`src/rtl/instr_fetch_unit.sv`:
```
// Fetch stage: holds the PC, drives the instruction-memory address and registers the
// returned word into a valid/ready slot for decode. Redirects (jr > jump > branch)
// squash the next capture; misaligned targets fault and halt, running past the end of
// instruction memory sets done and halts. Both halts are left only through reset.
// Optional: define FETCH_PERF_CNT_EN to add saturating fetch and bubble counters.
module instr_fetch_unit #(
    parameter logic [31:0] RESET_PC   = 32'h0000_0000,
    parameter int unsigned IMEM_WORDS = 32
) (
    input  logic        clk_i,
    input  logic        rst_i,
    output logic [31:0] imem_addr_o,
    input  logic [31:0] imem_instr_i,
    input  logic        branch_i,
    input  logic [31:0] branch_target_i,
    input  logic        jump_i,
    input  logic [25:0] jump_index_i,
    input  logic        jr_i,
    input  logic [31:0] jr_target_i,
    output logic [31:0] instr_o,
    output logic [31:0] pc_o,
    output logic [31:0] pc_plus4_o,
    output logic        valid_o,
    input  logic        ready_i,
    output logic        done_o,
    output logic        fault_o
`ifdef FETCH_PERF_CNT_EN
    ,
    output logic [31:0] fetch_cnt_o,
    output logic [31:0] bubble_cnt_o
`endif
);

    localparam logic [31:0] EndAddr = 32'(IMEM_WORDS * 4);

    typedef enum logic [1:0] {StIdle, StRun, StHalt} state_e;

    state_e      state_q, state_d;
    logic [31:0] pc_q, pc_d;
    logic [31:0] instr_q, instr_d;
    logic [31:0] slot_pc_q, slot_pc_d;
    logic [31:0] slot_pc4_q, slot_pc4_d;
    logic        valid_q, valid_d;
    logic        done_q, done_d;
    logic        fault_q, fault_d;

    logic        adv;
    logic        redirect;
    logic        capture;
    logic [31:0] target;

    // Redirect target selection by priority; jumps take the region bits of the slot's PC+4.
    always_comb begin
        redirect = jr_i | jump_i | branch_i;
        if (jr_i) begin
            target = jr_target_i;
        end else if (jump_i) begin
            target = {slot_pc4_q[31:28], jump_index_i, 2'b00};
        end else begin
            target = branch_target_i;
        end
        adv = (state_q == StRun) & (~valid_q | ready_i);
    end

    // Next-state: sequencing, redirects, end-of-program and fault handling.
    always_comb begin
        state_d    = state_q;
        pc_d       = pc_q;
        instr_d    = instr_q;
        slot_pc_d  = slot_pc_q;
        slot_pc4_d = slot_pc4_q;
        valid_d    = valid_q;
        done_d     = done_q;
        fault_d    = fault_q;
        capture    = 1'b0;
        case (state_q)
            StIdle: state_d = StRun;
            StRun: begin
                if (redirect) begin
                    // The slot is dropped whether or not decode took it this cycle.
                    valid_d = 1'b0;
                    if (target[1:0] != 2'b00) begin
                        state_d = StHalt;
                        fault_d = 1'b1;
                    end else begin
                        pc_d = target;
                    end
                end else if (adv) begin
                    if (pc_q >= EndAddr) begin
                        state_d = StHalt;
                        done_d  = 1'b1;
                        valid_d = 1'b0;
                    end else begin
                        capture    = 1'b1;
                        instr_d    = imem_instr_i;
                        slot_pc_d  = pc_q;
                        slot_pc4_d = pc_q + 32'd4;
                        valid_d    = 1'b1;
                        pc_d       = pc_q + 32'd4;
                    end
                end
            end
            StHalt: begin
                if (valid_q && ready_i) valid_d = 1'b0;
            end
            default: state_d = StIdle;
        endcase
    end

    // State and output-slot registers.
    always_ff @(posedge clk_i or posedge rst_i) begin
        if (rst_i) begin
            state_q    <= StIdle;
            pc_q       <= RESET_PC;
            instr_q    <= 32'h0;
            slot_pc_q  <= 32'h0;
            slot_pc4_q <= 32'd4;
            valid_q    <= 1'b0;
            done_q     <= 1'b0;
            fault_q    <= 1'b0;
        end else begin
            state_q    <= state_d;
            pc_q       <= pc_d;
            instr_q    <= instr_d;
            slot_pc_q  <= slot_pc_d;
            slot_pc4_q <= slot_pc4_d;
            valid_q    <= valid_d;
            done_q     <= done_d;
            fault_q    <= fault_d;
        end
    end

    assign imem_addr_o = pc_q;
    assign instr_o     = instr_q;
    assign pc_o        = slot_pc_q;
    assign pc_plus4_o  = slot_pc4_q;
    assign valid_o     = valid_q;
    assign done_o      = done_q;
    assign fault_o     = fault_q;

`ifdef FETCH_PERF_CNT_EN
    logic [31:0] fetch_cnt_q, fetch_cnt_d;
    logic [31:0] bubble_cnt_q, bubble_cnt_d;
    logic        bubble;

    // Saturating counter increments; a redirect cycle and an empty RUN cycle count once.
    always_comb begin
        bubble       = (state_q == StRun) & (redirect | ~valid_q);
        fetch_cnt_d  = fetch_cnt_q;
        bubble_cnt_d = bubble_cnt_q;
        if (capture && fetch_cnt_q != 32'hFFFF_FFFF) fetch_cnt_d = fetch_cnt_q + 32'd1;
        if (bubble && bubble_cnt_q != 32'hFFFF_FFFF) bubble_cnt_d = bubble_cnt_q + 32'd1;
    end

    // Counter registers.
    always_ff @(posedge clk_i or posedge rst_i) begin
        if (rst_i) begin
            fetch_cnt_q  <= 32'h0;
            bubble_cnt_q <= 32'h0;
        end else begin
            fetch_cnt_q  <= fetch_cnt_d;
            bubble_cnt_q <= bubble_cnt_d;
        end
    end

    assign fetch_cnt_o  = fetch_cnt_q;
    assign bubble_cnt_o = bubble_cnt_q;
`endif

endmodule

```
`config.mk`:
```
export PLATFORM = sky130hd
export DESIGN_NAME = instr_fetch_unit
export DESIGN_NICKNAME = d
export VERILOG_FILES = /design/src/rtl/instr_fetch_unit.sv
export SDC_FILE = /design/constraint.sdc
export NUM_CORES = 1
export LEC_CHECK = 0
export CAP_MARGIN = 25
export CORE_MARGIN = 2
export CORE_UTILIZATION = 42
export CTS_CLUSTER_SIZE = 30
export DETAILED_ROUTE_END_ITERATION = 10
export GPL_TIMING_DRIVEN = 0
export PLACE_DENSITY_LB_ADDON = 0.1
export SYNTH_ARGS = -nofsm -noshare
export SYNTH_HDL_FRONTEND = slang
export SYNTH_SLANG_ARGS = --single-unit
```
`constraint.sdc`:
```
create_clock -name clk_i -period 4.86 [get_ports clk_i]
set_input_delay 0.972 -clock clk_i [delete_from_list [all_inputs] [get_ports clk_i]]
set_output_delay 0.972 -clock clk_i [all_outputs]
set_load 0.1 [all_outputs]
```
After elaboration in Yosys (flattened, before gate mapping)
Index checks and enable logic that the tools add are counted.
{"block": "word_totals", "reg_bits": 133, "latch_bits": 0, "ramBits": 0, "romBits": 0, "in_bits": 128, "wordCells": 53, "memories": 0}
{"block": "classes", "addsub": 1, "n_mul": 0, "div": 0, "n_lt_le_gt_ge": 1, "eq_ne": 8, "n_shift": 0, "n_mux": 16, "bitwise": 8, "n_reduce_logical": 11}
{"cell": "32-bit 2-to-1 mux", "n": 6}
{"cell": "32-bit by 3-bit adder with 32-bit output, second input constant", "n": 1}
{"cell": "32-bit by 8-bit >= comparator with 1-bit output, second input constant", "n": 1}
{"cell": "4-bit AND reduction", "n": 4}
{"cell": "2-bit 2-to-1 mux", "n": 4}
{"cell": "2-bit != test, second input constant", "n": 3}
{"cell": "3-bit by 2-bit != test with 1-bit output, second input constant", "n": 2}
{"cell": "2-bit one-hot mux with 3 select lines", "n": 1}
{"cell": "3-bit AND reduction", "n": 2}
{"cell": "2-bit nonzero test", "n": 3}
{"cell": "1-bit 2-to-1 mux", "n": 4}
{"cell": "1-bit inverter", "n": 4}
{"cell": "3-bit != test, second input constant", "n": 1}
{"cell": "1-bit bitwise OR", "n": 3}
{"cell": "2-bit by 1-bit equality test with 1-bit output, second input constant", "n": 1}
{"cell": "2-bit equality test, second input constant", "n": 1}
{"cell": "2-bit logical NOT", "n": 1}
{"cell": "1-bit one-hot mux with 2 select lines", "n": 1}
{"cell": "1-bit bitwise AND", "n": 1}
{"cell": "1-bit logical AND", "n": 1}

Depth between registers and ports, before layout
{"block": "depth", "word_depth": 6, "depth_mapped": 9, "depth_no_buf": 6}

Least setup slack after synthesis
Ideal clock, no wire load.
{"block": "synth_path", "path_kind": "in2reg", "from": "input jr_i", "to": "register pc_q[11] (netlist: imem_addr_o[11])", "setup_time_ps": 128, "arrival_ps": 2887, "required_ps": 4732, "setup_slack_ps": 1845, "cell_stages": 8, "n_path_buf": 3, "cell_sequence": "buf_2 -> or3_1 -> buf_2 -> or3b_1 -> nor3_4 -> or2_2 -> buf_4 -> mux2_1"}
{"block": "synth_via", "elab_chain_cells": 4, "elab_cells_between_ends": 10, "cone_classes": "eq/ne: 2; mux: 3; bitwise: 2; reduce/logical: 3"}
{"element": "start, declared", "line_no": "18", "source": "input logic jr_i,"}
{"element": "1-bit bitwise OR / 32-bit 2-to-1 mux (equally long branches)", "line_no": "54, 55"}
{"element": "1-bit bitwise OR / 2-bit nonzero test (equally long branches)", "line_no": "54, 82"}
{"element": "2-bit != test (no line) / 2-bit nonzero test (equally long branches)"}
{"element": "4-bit AND reduction (no line)"}
{"element": "end signal, assigned", "line_no": "123", "source": "pc_q <= pc_d;"}
{"element": "end, declared", "line_no": "39", "source": "logic [31:0] pc_q, pc_d;"}
Parallel ways exist; a longest one is shown, timed or not. The select of a mux whose other input is x is not followed.
A chain may end at the register's enable or synchronous reset.

Worst setup path after layout
{"block": "layout_path", "from": "input branch_i", "to": "register pc_q[18] (netlist: imem_addr_o[18])"}
{"block": "layout_via", "elab_chain_cells": 3, "elab_cells_between_ends": 6, "cone_classes": "eq/ne: 2; mux: 1; bitwise: 1; reduce/logical: 2"}
{"element": "start, declared", "line_no": "14", "source": "input logic branch_i,"}
{"element": "1-bit bitwise OR (*)", "line_no": "54", "source": "redirect = jr_i | jump_i | branch_i;"}
{"element": "2-bit != test (no line) / 2-bit nonzero test (equally long branches)"}
{"element": "4-bit AND reduction (no line)"}
Every way passes the cells marked *; elsewhere a longest branch is shown, timed or not.

==> flow_summary.json <==
{
  "finalSetupViolCount": 0,
  "synth_top_area_share_pct": 57.37,
  "p_int_mw": 2.428,
  "core_sq_um": 13190,
  "postCtsSetupBuffers": 0,
  "cap_violations": 0,
  "synthArstFlopShare_pct": 100.0,
  "die_height_um": 120.2,
  "diodes": 0,
  "cp_max_fo": 10,
  "place_inst": 948,
  "synth.distinct_cells": 45,
  "path_class": "primary input to register",
  "synth-seq-area-share_pct": 57.83,
  "drive_gt1_share_pct": 12.06,
  "worstPathRequired_ps": 5150,
  "rows": 42,
  "die_x_um": 120.2,
  "rrSetupSlack_ps": 2500,
  "cp.arrival_ps": 3420,
  "wl_per_cell_um": 17.03,
  "dp_hpwl_um": 12550,
  "postSynthCellCount": 515,
  "hold_depth": 1,
  "cts_root_buffer": "clkbuf_16",
  "layout.nets": 921,
  "startpoint": "branch_i",
  "cts_made_buffers": 17,
  "cts_resized": 0,
  "synth-edff-count": 0,
  "fin_crit_sh_pct": 64.29,
  "seq_power_share_pct": 32.0,
  "cts_tree": "done",
  "grt_pass1_vias": 5149,
  "netlist_area_sq_um": 5670,
  "whs_ps": 464.0,
  "status": "finished clean",
  "cts_max_path_buffers": 2,
  "period_needed_ps": 3124,
  "grt_pass1_wl_um": 26670,
  "cellLeakagePower_nw": 4.037,
  "synth_area_leaders": "dfrtp_1, mux2_2, nor2b_1, o21ai_0, nand2_1",
  "min_from": "fault_o$_DFFE_PP0P_",
  "fin_cells": 980,
  "max_slew_margin_pct": 30.51,
  "worstReg2RegStart": "imem_addr_o[11]$_DFFE_PP0P_",
  "die_area_sq_um": 14450,
  "synth_seq_cells": 131,
  "ctsHtreeMaxLevel": 4,
  "timing.fmax_mhz": 320.1,
  "synth_nets": 645,
  "powerDensity_nw_per_um2": 491.5,
  "hp-class": "register to register",
  "reg2reg_depth": 6,
  "io_buffers": 256,
  "clkLatencyLatePin_ps": 410,
  "vias": 4992,
  "skew_ps": 6.167,
  "pwr-share-clk_pct": 27.5,
  "clkSlewWorstSetupHoldPaths_ps": 60,
  "final_core_util_pct": 68.67,
  "ios": 259,
  "switchingPower_mw": 2.024,
  "fill_cells": 1022,
  "switching_share_pct": 45.47,
  "synthToLayoutAreaGrowth_pct": 59.73,
  "slew_violations": 0,
  "antenna_found_initial": 0,
  "place_congestion": 0.8936,
  "hold_violations": 0,
  "avgSynthCellArea_sq_um": 11.01,
  "synth_ff_type": "dfrtp_1",
  "vdd_drop_max_mv": 0.3547,
  "yosys.area.top_type": "dfrtp_1",
  "worst_pin_slew_ps": 1039,
  "setup.worst_path.start_class": "primary input",
  "clkSinkCount": 131,
  "holdBufCountCts": 0,
  "grt_setup_unrepaired": "no",
  "pwr-share-comb_pct": 40.5,
  "critPathCaptureType": "register",
  "drc": 0,
  "dr.pass1.iters": 5,
  "grt_max_degree": 98,
  "viasPerCell": 5.094,
  "ys.warnings.count": 0,
  "grtUsageTotal_pct": 23.93,
  "drt_iter0_drc": 221,
  "overflow": 0,
  "start_util_pct": 42.99,
  "final_antenna_net_count": 0,
  "wirelength_um": 16690
}
[sequential cells by signal, summed over array words and instances (netlist names)]
name,cells
done_o,1
fault_o,1
imem_addr_o,32
instr_o,32
pc_o,32
pc_plus4_o,30
state_q,2
valid_o,1
[critical path: stages]
cell	delay [ps]
clkdlybuf4s50_1	480
or3_1	320
buf_2	180
or3b_1	450
nor3_4	300
or2_2	180
buf_4	180
mux2_1	350
[path summary, 6_finish.rpt]
| check | endpoint |
|---|---|
| min in group asynchronous | pc_plus4_o[14]$_DFFE_PP0P_ |
| worst min register to register | fault_o$_DFFE_PP0P_ |
| max in group asynchronous | pc_plus4_o[2]$_DFFE_PP1P_ |
| worst min-delay path | fault_o$_DFFE_PP0P_ |
| worst max register to register | imem_addr_o[18]$_DFFE_PP0P_ |
| worst max-delay path | imem_addr_o[18]$_DFFE_PP0P_ |
[cells in the final DEF, fill, tap and decap left out, types with 2 or more instances in the layout]
cell type,count
buf_6,2
clkbuf_16,17
o21ai_0,42
ha_1,2
nor3_1,3
buf_2,11
nor2b_1,52
o31ai_1,2
inv_6,8
clkdlybuf4s50_1,256
buf_4,5
o22ai_1,18
mux2_1,9
nor4_1,7
nand2_1,51
nand3_1,11
dfrtp_1,130
xnor2_1,3
clkinv_4,3
nand2b_1,6
and3_1,3
clkinv_2,2
mux2i_1,3
mux2_2,41
a211oi_1,2
inv_1,6
clkbuf_1,15
nand4_1,11
a22oi_1,12
nor2_1,26
a21oi_1,22
[routing by layer]
metal	global-route usage, %	vias up	routed length [um]
li1	-	2363	-
met5	0	-	0
met4	8.603	0	366
met3	7.689	29	1349
met2	39.03	197	8167
met1	29.97	2403	6805
[logic make-up after synthesis]
group	synth area share (%)
and+or+nand+nor	16.13
DFF	57.83
AOI/OAI and AO/OA	10.90
muxes	10.46
buffers and inverters	3.619
xor gates and xnor gates	0.6179
adders and majority gates	0.4412
[through the flow]
step                      worst slack [ps]  power, mW  instance area (sq um)  TNS [ps]
after floorplan                      392.0      2.692                   5670         0
after global placement               -1317      3.215                   8453   -170400
after detailed placement              1300      3.244                   8486         0
after CTS                             1729      4.481                   9057         0
after global routing                  1569      4.630                   9057         0
final                                 1736      4.452                   9057         0
[power groups by stage]
stage          combinational [mW]  clock [mW]  sequential [mW]
2_1_floorplan               0.352           0             2.34
3_3_place_gp                 1.79           0             1.43
3_5_place_dp                 1.81           0             1.44
4_1_cts                      1.81        1.25             1.42
5_1_grt                      1.88        1.31             1.45
6_report                     1.80        1.23             1.42
[cell type report]
class	instances	area, sq um	share of cell area [%]
tap	176	220.2	2.431
clock inverter	15	146.4	1.616
inverter	8	35.03	0.3868
sequential	131	3279	36.21
buffer	34	175.2	1.934
multi-input combinational	342	2186	24.13
timing repair buffer	257	2590	28.60
clock buffer	17	425.4	4.697
[cells in the mapped netlist, types with 2 or more instances]
| cell | n |
|---|---|
| dfrtp_1 | 130 |
| nor2b_1 | 52 |
| nand2_1 | 51 |
| o21ai_0 | 42 |
| mux2_2 | 41 |
| nor2_1 | 26 |
| a21oi_1 | 22 |
| o22ai_1 | 18 |
| clkbuf_1 | 15 |
| a22oi_1 | 12 |
| buf_2 | 11 |
| nand3_1 | 11 |
| nand4_1 | 11 |
| mux2_1 | 9 |
| inv_1 | 7 |
| nor4_1 | 7 |
| nand2b_1 | 6 |
| buf_4 | 5 |
| and3_1 | 3 |
| mux2i_1 | 3 |
| nor3_1 | 3 |
| xnor2_1 | 3 |
| a211oi_1 | 2 |
| buf_6 | 2 |
| ha_1 | 2 |
| o31ai_1 | 2 |
No activity file was read; power rests on OpenSTA's default activity.
